`config.mk`:
```
export PLATFORM = sky130hd
export DESIGN_NAME = regdst_pipe
export DESIGN_NICKNAME = d
export VERILOG_FILES = /design/src/rtl/regdst_pipe_pkg.sv /design/src/rtl/regdst_stage.sv /design/src/rtl/regdst_pipe.sv
export SDC_FILE = /design/constraint.sdc
export NUM_CORES = 1
export LEC_CHECK = 0
export ABC_AREA = 1
export BUFFER_PORTS_ARGS = -buffer_cell sky130_fd_sc_hd__buf_2
export CAP_MARGIN = 30
export CORE_ASPECT_RATIO = 1.75
export CORE_MARGIN = 5
export CORE_UTILIZATION = 48
export CTS_CLUSTER_DIAMETER = 50
export DETAILED_ROUTE_END_ITERATION = 12
export GPL_ROUTABILITY_DRIVEN = 1
export PLACE_DENSITY = 0.87
export RECOVER_POWER = 100
export SYNTH_ARGS = -nofsm -noshare
export SYNTH_HDL_FRONTEND = slang
export SYNTH_HIERARCHICAL = 1
export SYNTH_SLANG_ARGS = --single-unit
```
`constraint.sdc`:
```
create_clock -name clk -period 1.36 [get_ports clk]
set_clock_uncertainty 0.05 [all_clocks]
set_input_delay 0.204 -clock clk [delete_from_list [all_inputs] [get_ports clk]]
set_output_delay 0.204 -clock clk [all_outputs]
set_load 0.02 [all_outputs]
```
`src/rtl/regdst_pipe_pkg.sv`:
```
`default_nettype none
// ============================================================================
// Module      : regdst_pipe_pkg
// Description : Shared CPU definitions for destination-register selection.
//               Provides default address width and link register, named
//               source-select codes and a popcount helper.
// Revision    : 1.0 - initial release
// ============================================================================
package regdst_pipe_pkg;

    localparam int AW_DEFAULT       = 5;
    localparam int LINK_REG_DEFAULT = 31;
    localparam int NSRC_DEFAULT     = 2;

    // Source-select codes. Any code >= NSRC selects the link register.
    localparam int SEL_RD   = 0;
    localparam int SEL_RT   = 1;
    localparam int SEL_LINK = NSRC_DEFAULT;

    // Population count of up to eight write-enable bits.
    function automatic logic [3:0] popcount8(input logic [7:0] v);
        logic [3:0] n;
        n = '0;
        for (int i = 0; i < 8; i++) begin
            n = n + {3'b000, v[i]};
        end
        return n;
    endfunction

endpackage
`default_nettype wire

```
`src/rtl/regdst_stage.sv`:
```
`default_nettype none
// ============================================================================
// Module      : regdst_stage
// Description : One pipeline slot holding a destination address and its
//               write-enable. Bubble has priority over load; otherwise the
//               slot holds.
// Ports       : clk, rst_n      - clock, asynchronous active-low reset
//               i_load          - capture i_dest/i_we
//               i_bubble        - clear the slot (dest 0, we 0)
//               i_dest, i_we    - incoming address / write-enable
//               o_dest, o_we    - registered address / write-enable
// Revision    : 1.0 - initial release
// ============================================================================
module regdst_stage #(
    parameter int AW = 5
) (
    input  logic          clk,
    input  logic          rst_n,
    input  logic          i_load,
    input  logic          i_bubble,
    input  logic [AW-1:0] i_dest,
    input  logic          i_we,
    output logic [AW-1:0] o_dest,
    output logic          o_we
);

    logic [AW-1:0] r_dest;
    logic          r_we;

    always_ff @(posedge clk or negedge rst_n) begin
        if (!rst_n) begin
            r_dest <= '0;
            r_we   <= 1'b0;
        end else if (i_bubble) begin
            r_dest <= '0;
            r_we   <= 1'b0;
        end else if (i_load) begin
            r_dest <= i_dest;
            r_we   <= i_we;
        end
    end

    assign o_dest = r_dest;
    assign o_we   = r_we;

endmodule
`default_nettype wire

```
`src/rtl/regdst_pipe.sv`:
```
`default_nettype none
// ============================================================================
// Module      : regdst_pipe
// Description : Destination-register select mux followed by a DEPTH-stage
//               dest/we pipeline with stall and flush. Writes to register 0
//               are suppressed. Provides per-stage RAW hazard flags for two
//               read ports and a registered count of in-flight writes.
// Ports       : clk, rst_n           - clock, asynchronous active-low reset
//               in_valid, in_we      - instruction present / writes regfile
//               src_addr, sel        - candidate fields and field select
//               stall, flush         - freeze pipe / bubble the entry stage
//               rs_addr, rt_addr     - decode-stage read addresses
//               stage_dest, stage_we - per-stage registered dest / we
//               wb_dest, wb_we       - last stage (write-back) dest / we
//               haz_rs, haz_rt       - per-stage RAW match flags
//               inflight             - number of set stage_we bits
// Revision    : 1.0 - initial release
// ============================================================================
module regdst_pipe
    import regdst_pipe_pkg::*;
#(
    parameter int AW       = AW_DEFAULT,
    parameter int NSRC     = NSRC_DEFAULT,
    parameter int DEPTH    = 3,             // legal range 1..8
    parameter int LINK_REG = LINK_REG_DEFAULT,
    localparam int SW      = ($clog2(NSRC + 1) < 1) ? 1 : $clog2(NSRC + 1),
    localparam int IW      = $clog2(DEPTH + 1)
) (
    input  logic                clk,
    input  logic                rst_n,
    input  logic                in_valid,
    input  logic                in_we,
    input  logic [NSRC*AW-1:0]  src_addr,
    input  logic [SW-1:0]       sel,
    input  logic                stall,
    input  logic                flush,
    input  logic [AW-1:0]       rs_addr,
    input  logic [AW-1:0]       rt_addr,
    output logic [DEPTH*AW-1:0] stage_dest,
    output logic [DEPTH-1:0]    stage_we,
    output logic [AW-1:0]       wb_dest,
    output logic                wb_we,
    output logic [DEPTH-1:0]    haz_rs,
    output logic [DEPTH-1:0]    haz_rt,
    output logic [IW-1:0]       inflight
);

    localparam logic [AW-1:0] c_link_addr = AW'(LINK_REG);

    logic [AW-1:0]    w_sel_addr;
    logic             w_eff_we;
    logic [DEPTH-1:0] w_next_we;
    logic [7:0]       w_we_ext;
    logic [IW-1:0]    r_inflight;

    // ------------------------------------------------------------------
    // Source selection: out-of-range select codes fall through to link.
    // ------------------------------------------------------------------
    always_comb begin
        w_sel_addr = c_link_addr;
        for (int i = 0; i < NSRC; i++) begin
            if (int'(sel) == i) begin
                w_sel_addr = src_addr[i*AW +: AW];
            end
        end
    end

    // Register 0 is hard-wired; its address is still carried but never
    // marked as written.
    assign w_eff_we = in_valid && in_we && (w_sel_addr != '0);

    // ------------------------------------------------------------------
    // Pipeline stages
    // ------------------------------------------------------------------
    for (genvar k = 0; k < DEPTH; k++) begin : g_stage
        logic [AW-1:0] w_d_dest;
        logic          w_d_we;
        logic          w_bubble;

        if (k == 0) begin : g_head
            assign w_d_dest = w_sel_addr;
            assign w_d_we   = w_eff_we;
            assign w_bubble = flush;
        end else begin : g_body
            assign w_d_dest = stage_dest[(k-1)*AW +: AW];
            assign w_d_we   = stage_we[k-1];
            assign w_bubble = 1'b0;
        end

        regdst_stage #(
            .AW (AW)
        ) u_stage (
            .clk      (clk),
            .rst_n    (rst_n),
            .i_load   (~stall),
            .i_bubble (w_bubble),
            .i_dest   (w_d_dest),
            .i_we     (w_d_we),
            .o_dest   (stage_dest[k*AW +: AW]),
            .o_we     (stage_we[k])
        );

        // RAW hazard flags; register 0 never conflicts.
        assign haz_rs[k] = stage_we[k] && (stage_dest[k*AW +: AW] == rs_addr)
                           && (rs_addr != '0);
        assign haz_rt[k] = stage_we[k] && (stage_dest[k*AW +: AW] == rt_addr)
                           && (rt_addr != '0);
    end

    assign wb_dest = stage_dest[(DEPTH-1)*AW +: AW];
    assign wb_we   = stage_we[DEPTH-1];

    // ------------------------------------------------------------------
    // In-flight count: popcount of the write-enables the stages are about
    // to load, so the registered count tracks stage_we on every edge.
    // ------------------------------------------------------------------
    always_comb begin
        w_next_we    = '0;
        w_next_we[0] = flush ? 1'b0 : (stall ? stage_we[0] : w_eff_we);
        for (int k = 1; k < DEPTH; k++) begin
            w_next_we[k] = stall ? stage_we[k] : stage_we[k-1];
        end
    end

    always_comb begin
        w_we_ext              = '0;
        w_we_ext[DEPTH-1:0]   = w_next_we;
    end

    always_ff @(posedge clk or negedge rst_n) begin
        if (!rst_n) begin
            r_inflight <= '0;
        end else begin
            r_inflight <= IW'(popcount8(w_we_ext));
        end
    end

    assign inflight = r_inflight;

endmodule
`default_nettype wire

```
==> results.txt, run 1 <==
The vertical extent of the die was 83.3 um; the cell row count was 26. Counting instances in the post-synthesis netlist gives the leading cell types as sky130_fd_sc_hd__nand2_1 (63), sky130_fd_sc_hd__inv_1 (25), sky130_fd_sc_hd__nand3_1 (25). Counting cells, the worst reg-to-reg path comes to 4. The detail-routed via count per cell is 5.51.

The critical hold path startpoint is flush. The number of clock buffers added by TritonCTS is 3. Summed over all layers, the routed wires come to 5460 um. The power density over the cells was 786 mW/mm^2. Summed over all instances, the cell type with the most area after synthesis is sky130_fd_sc_hd__dfrtp_1. The final period demand of the worst path is 1.76 ns. The switching share of power is 0.301, and the DRC violations left is 0.

Adding up every negative setup slack in the final design gives -1.63 ns. By startpoint and endpoint, the worst setup path is classified as flip-flop to output port. The data arrival time of the worst path is 1.51 ns, and the internal power of the cells is 1.21 mW.

The class of the tightest hold or removal check was primary input to flip-flop. The critical register-to-register path endpoint was inflight[0]. The share of power burned in combinational logic came out at 0.268. The repair_antennas step left the layout with diodes totalling 0.

The logs give 326 for the post-layout net count and 1.21 nW for the leakage power figure. The kind of end point of the critical path is an output port. The global-route wire length before repair is 7560 um, and the period utilization is 1.30. For the net switching power figure, the log shows 521 uW.

Synthesis handed over a netlist of 208 instances. At the end of routability-driven placement, the weighted congestion stood at 0.984. From left edge to right edge, the die measures 51.9 um. In this run the worst path has a maximum fanout of 3.

For the relative slew slack, the log shows 0.647. The design draws 1.73 mW. The flow ran to the end, but the final reports show violations. The area growth from synthesis to layout was 49.6%; the worst IR drop on VDD was 0.726 mV. The checks that failed: setup timing. For the total track usage, the log shows 0.227. Across the run, the number of max-cap violations was 0. The area share of the leading cell type in the synthesized netlist came out at 0.340. Critical path endpoint: haz_rs[2]. The proportion of layout cells with a drive suffix above 1 is 0.443. Pin placement for this block handled 60 I/O pins.

The run gives 0 as the number of pins with negative max-slew slack in the final report. STA puts the critical path data required time at 1.11 ns. The logs give 1706 for the number of global-route vias before repair and 0 for the number of nets with antenna violations after detailed routing. The tools report the worst flop-to-flop path startpoint as g_stage[0].u_stage/o_we.

Setup repair after global routing could not meet its margin everywhere. The tools report the half-perimeter wire length after detailed placement as 3420 um. The tools report the total number of vias as 1785. The count of buffers added on input and output ports is 59. The number of detailed-route iterations in the first pass came out at 5. The dominant register cell in the synthesized netlist was sky130_fd_sc_hd__dfrtp_1. The tools report the largest net degree at the start of global routing as 21.

After clock tree synthesis, the clock-pin slew on the worst setup and hold paths is 0.08 ns. TritonCTS built the clock tree. The tools report the sequential fraction of the synthesis area as 0.340.

Static timing analysis puts the maximum clock frequency at 568 MHz. The critical path startpoint category was a flip-flop. By instance count, the leading cell after synthesis is sky130_fd_sc_hd__nand2_1. In this run the cell area measured after placement is 0.00192 sq mm.

The final-report hold violation count is 0, and the number of DRC violations after detailed-routing iteration 0 is 86. Count of flip-flops with a built-in enable after synthesis: 0. The most critical setup path has its startpoint at g_stage[2].u_stage/o_dest[2]. The longest clock path from root to sink contains 2 buffers. The mean area per synthesized cell is 7.09 sq um, and the count of final setup violators is 8.

At the pin with the least slew margin, the transition time is 0.530 ns. The run gives 1 as the maximum level of the CTS H-tree. After synthesis the cells add up to 0.00147 sq mm. The number of synthesized register bits came out at 20. The area of the placeable core came out at 0.00293 sq mm. The tree is rooted in a sky130_fd_sc_hd__clkbuf_8. The logs give -0.01 ns for the setup slack on the worst flop-to-flop path and 20 for the total clock sinks.

The async set-reset flop share out of synthesis was 1.00; the total of warnings raised by yosys was 6. For the initial antenna violation count, the log shows 0. Total congestion overflow after global routing: 0.

The logs give 0.381 for the share of total power in sequential cells and 0.00220 sq mm for the area of all placed cells without fillers. After synthesis, the netlist uses 27 different library cells. The die covers 0.00432 sq mm. Worst-skew pair later-pin latency: 0.26 ns. The tools report the clock share of power as 0.352. After synthesis, the cell types taking the most area are sky130_fd_sc_hd__dfrtp_1 (34%), sky130_fd_sc_hd__nand2_1 (16%), sky130_fd_sc_hd__nand3_1 (8.5%). The effective utilization at floorplan came out at 0.503.

The smallest setup slack after layout was -0.402 ns. In the final routed layout, each cell accounts on average for 16.9 um.
## worst max-delay path, stage by stage, from the launching register on
cell,delay [ns]
sky130_fd_sc_hd__dfrtp_2,0.46
sky130_fd_sc_hd__xnor2_1,0.34
sky130_fd_sc_hd__nand4_1,0.18
sky130_fd_sc_hd__nor2_2,0.14
sky130_fd_sc_hd__buf_6,0.13
## state kept, by name (all words and copies together) (netlist names)
| register | cells |
|---|---|
| g_stage.u_stage/o_dest | 15 |
| g_stage.u_stage/o_we | 3 |
| inflight | 2 |
## kinds of logic (layout without fill, tap and decap cells)
group,after synthesis,count (layout),share of synthesized area
compound gates,21,21,0.108
xor+xnor,13,13,0.0773
fa+ha+maj,1,1,0.0136
buf+inv,41,126,0.125
flops,20,20,0.340
other cells,1,4,0.00254
simple gates,111,111,0.334
## what timing repair did
item / 4_1_cts / 5_1_grt
resized for setup: 27 / 14
pin swaps: 8 / 5
setup endpoints to repair: 6 / 7
hold buffers: 1 / 0
hold endpoints to repair: 20 / 0
setup buffers: 10 / 2
## cells in the final DEF, fill, tap and decap left out, types with 5 or more instances in the layout
master                      count
sky130_fd_sc_hd__dfrtp_2        6
sky130_fd_sc_hd__nor2_2         5
sky130_fd_sc_hd__buf_6         12
sky130_fd_sc_hd__nand3_1       24
sky130_fd_sc_hd__nand2_1       61
sky130_fd_sc_hd__inv_1         21
sky130_fd_sc_hd__inv_2         11
sky130_fd_sc_hd__o2111ai_1      5
sky130_fd_sc_hd__xnor2_1        6
sky130_fd_sc_hd__dfrtp_1       14
sky130_fd_sc_hd__buf_2         49
sky130_fd_sc_hd__buf_4         23
sky130_fd_sc_hd__nor2_1         5
## through the flow
step | hold slack, ns | instances | util | setup slack (ns)
floorplan | -0.142 | 211 | - | -0.0373
global placement | 0.117 | 307 | 0.654 | -0.220
detailed placement | 0.129 | 307 | 0.654 | -0.260
CTS | 0.207 | 322 | 0.733 | -0.222
global route | 0.221 | 324 | 0.753 | -0.445
finish | 0.213 | 324 | 0.753 | -0.402
## metal layers
layer	global-route usage	share of wire	vias up
met5	0	0	-
met4	0.134	0.071	0
met3	0.0197	0.077	34
met2	0.436	0.53	134
met1	0.215	0.33	781
li1	-	-	836
## layout make-up
type,instances,area (sq um)
Fill cell,210,723
Clock inverter,1,30.0
Multi-Input combinational cell,150,887
Clock buffer,3,41.3
Sequential cell,20,508
Timing Repair Buffer,89,579
Inverter,33,124
Tap cell,28,35.0
## power groups by stage
stage                     sequential [mW]  clock, mW  combinational (mW)
final                               0.659      0.609               0.464
after global routing                0.662      0.648               0.500
after CTS                           0.656      0.612               0.432
after floorplan                     0.697          0               0.185
after global placement              0.668          0               0.380
after detailed placement            0.669          0               0.390
## worst min path at each step
| stage | slack (ns) | endpoint | depth (start not counted) |
|---|---|---|---|
| 6_report | 0.21 | g_stage[0].u_stage/o_dest[2] | 4 |
| 5_1_grt | 0.22 | g_stage[0].u_stage/o_dest[3] | 4 |
| 4_1_cts | 0.21 | g_stage[0].u_stage/o_dest[2] | 4 |
| 3_5_place_dp | 0.13 | g_stage[1].u_stage/o_we | 1 |
| 3_3_place_gp | 0.12 | g_stage[1].u_stage/o_we | 1 |
| 2_1_floorplan | -0.14 | g_stage[0].u_stage/o_dest[0] | 0 |
Note: power is estimated with default switching activity, not from simulation.
==> run 2: changes to the inputs <==
--- a/config.mk
+++ b/config.mk
@@ -10,11 +10,11 @@
 export CAP_MARGIN = 30
 export CORE_ASPECT_RATIO = 1.75
 export CORE_MARGIN = 5
-export CORE_UTILIZATION = 48
+export CORE_UTILIZATION = 52
 export CTS_CLUSTER_DIAMETER = 50
 export DETAILED_ROUTE_END_ITERATION = 12
 export GPL_ROUTABILITY_DRIVEN = 1
-export PLACE_DENSITY = 0.87
+export PLACE_DENSITY = 0.92
 export RECOVER_POWER = 100
 export SYNTH_ARGS = -nofsm -noshare
 export SYNTH_HDL_FRONTEND = slang
==> constraint.sdc (replaced) <==
create_clock -name clk -period 2.1 [get_ports clk]
set_clock_uncertainty 0.05 [all_clocks]
set_input_delay 0.315 -clock clk [delete_from_list [all_inputs] [get_ports clk]]
set_output_delay 0.315 -clock clk [all_outputs]
set_load 0.02 [all_outputs]
==> results.txt, run 2 (same netlist as run 1, synthesis figures left out) <==
The largest net degree at the start of global routing was 21. For this design the top-level I/O count stands at 60. After routing the design area is 0.00175 sq mm.

The period utilization came out at 0.890. In this run the worst setup path terminates at haz_rs[1]. Setup repair after global routing left no endpoint under its margin. The tools report the DRC violations left as 0. For this design the static power due to leakage is 0.899 nW. For the worst-skew pair later-pin latency, the log shows 0.25 ns.

In this run the core area contains 25 standard-cell rows. The logs give 1493 for the number of global-route vias before repair and 1 for the maximum level of the CTS H-tree. The worst IR drop on VDD was 0.361 mV; the delay of the slowest cell on the worst path was 0.45 ns. Measured along the y axis, the die boundary spans 80.4 um. Port buffering added 59 buffers. Walking the worst path, the cells encountered are inv_1 > o22ai_1 > nor2_1 > o2111ai_1 > nor2_1 > clkbuf_1.

Power spread over the standard cell area amounts to 524 mW/mm^2. The overall die width was 50.2 um. The logs give 0 for the number of pins with negative max-slew slack in the final report and 0.200 for the total track usage.

In this run the power spent charging and discharging nets is 273 uW. The tools report the worst flop-to-flop path startpoint as g_stage[0].u_stage/o_we. The final period demand of the worst path works out to 1.87 ns. Max-cap violations in this run came to 0. In this run the worst setup path begins at g_stage[1].u_stage/o_dest[1]. The total clock sinks was 20.

The worst setup path is launched from a flip-flop. The flow ran to the end, and the final reports show no timing, DRC or antenna violations. The area growth from synthesis to layout works out to 18.8%. The die covers 0.00404 sq mm. The tools report the total power draw as 917 uW. Data arrives at the worst endpoint at 1.50 ns.

For the worst setup path, the data required time is 1.74 ns. The count of final setup violators was 0. The proportion of layout cells with a drive suffix above 1 came out at 0.138.

The number of antenna diodes in the final layout is 0. The logs give 0.307 for the clock share of power and 4 for the number of detailed-route iterations in the first pass. For the final routed database, the setup TNS stands at 0 ns.

The flip-flop count of the largest register, all copies and words added works out to 15. The slowest stage of the critical path belongs to the cell sky130_fd_sc_hd__dfrtp_1. The global-route wire length before repair is 6420 um, and the maximum fanout along the worst path is 6. The share of power burned in combinational logic came out at 0.221.

For the pin with the worst max-slew slack, the measured transition is 1.04 ns. Buffers inserted during clock tree synthesis total 3. The initial antenna violation count is 0. The tightest hold path in the finished design has a slack of 0.328 ns.

The final-report hold violation count is 0. By instance count, the cell type seen most on the critical path is sky130_fd_sc_hd__nor2_1. In this run the deepest clock path goes through 2 buffers. The routability congestion estimate from global placement was 0.960. Leaving out fill and tap cells, the most frequent cells in the layout are sky130_fd_sc_hd__nand2_1 (63), sky130_fd_sc_hd__clkbuf_1 (36), sky130_fd_sc_hd__inv_1 (26). Internal power comes to 644 uW. The run gives 3830 um as the routed wire length. The number of cells on the worst reg-to-reg path came out at 3. The critical register-to-register path endpoint was inflight[0]. Clock-pin slew was measured on the worst setup and hold paths at 0.07 ns.

In this run the cell area measured after placement is 0.00176 sq mm. The maximum clock rate is 535 MHz. Leaving out fill and tap cells, the most frequent cell in the layout is sky130_fd_sc_hd__nand2_1. The number of DRC violations after detailed-routing iteration 0 was 39.

After global routing the overflow that remains totals 0. TritonCTS built the clock tree. The effective utilization at floorplan is 0.542, and the switching share of power is 0.298. Relative slew slack: 0.310. Summed over all nets, the half-perimeter wirelength after detailed placement is 3240 um. For the total number of vias, the log shows 1542. The class of the tightest hold or removal check is primary input to flip-flop.

The floorplan step defined a core boundary enclosing 0.00272 sq mm. The post-layout net count was 298. The worst setup path is of the flip-flop to output port kind. The detail-routed via count per cell came out at 5.23. After detailed routing, the average wire length per cell comes to 13.0 um.

STA classifies the critical path endpoint as an output port. Across all register-to-register paths, the minimum setup slack is 0.80 ns. The detail route stage leaves a number of antenna-violating nets equal to 0.

The share of total power in sequential cells came out at 0.472. Cell chosen for the clock root: sky130_fd_sc_hd__clkbuf_8.
-- run 2: timing repair --
| item | 4_1_cts | 5_1_grt |
|---|---|---|
| hold buffers | 1 | 0 |
| buffers inserted | 0 | 0 |
| gates resized for setup | 0 | 0 |
| endpoints found under the hold margin | 20 | 0 |
-- run 2: area by class of cell --
cell class                 instances  area, sq um
fill                             283          971
sequential                        20          500
timing repair buffer              61          265
multi-input combinational        150          772
inverter                          33          124
clock buffer                       4         55.1
tap                               27         33.8
-- run 2: worst max-delay path: cells and delay by family (launching register included) --
kind | cells | cell delay, ns
buffers and inverters | 2 | 0.38
AND/OR/NAND/NOR | 2 | 0.22
flip-flops | 1 | 0.45
AO/OA/AOI/OAI | 2 | 0.21
-- run 2: through the flow --
stage	setup WS [ns]	cells	utilization
final	0.232	295	0.643
after global routing	0.136	295	0.643
after CTS	0.346	295	0.671
after detailed placement	0.297	290	0.647
after global placement	0.343	290	0.647
after floorplan	0.542	211	-
-- run 2: per-layer routing --
layer | wire [um] | GRT usage | vias to the layer above
li1 | - | - | 778
met1 | 1320 | 0.193 | 699
met2 | 2170 | 0.395 | 57
met3 | 249 | 0.0204 | 8
met4 | 91 | 0.0971 | 0
met5 | 0 | 0 | -
-- run 2: power groups by stage --
stage | registers (mW) | clock network (mW) | logic (mW)
final | 0.433 | 0.282 | 0.203
after detailed placement | 0.439 | 0 | 0.215
after CTS | 0.432 | 0.289 | 0.217
after floorplan | 0.451 | 0 | 0.115
after global routing | 0.436 | 0.307 | 0.229
after global placement | 0.438 | 0 | 0.210
-- run 2: worst min-delay path by stage --
stage / endpoint / startpoint / cells after the start
2_1_floorplan: g_stage[0].u_stage/o_dest[0] / rst_n / 0
3_3_place_gp: g_stage[2].u_stage/o_we / rst_n / 1
3_5_place_dp: g_stage[2].u_stage/o_dest[4] / rst_n / 1
4_1_cts: g_stage[0].u_stage/o_we / flush / 4
5_1_grt: g_stage[0].u_stage/o_dest[2] / flush / 4
6_report: g_stage[0].u_stage/o_dest[1] / flush / 4
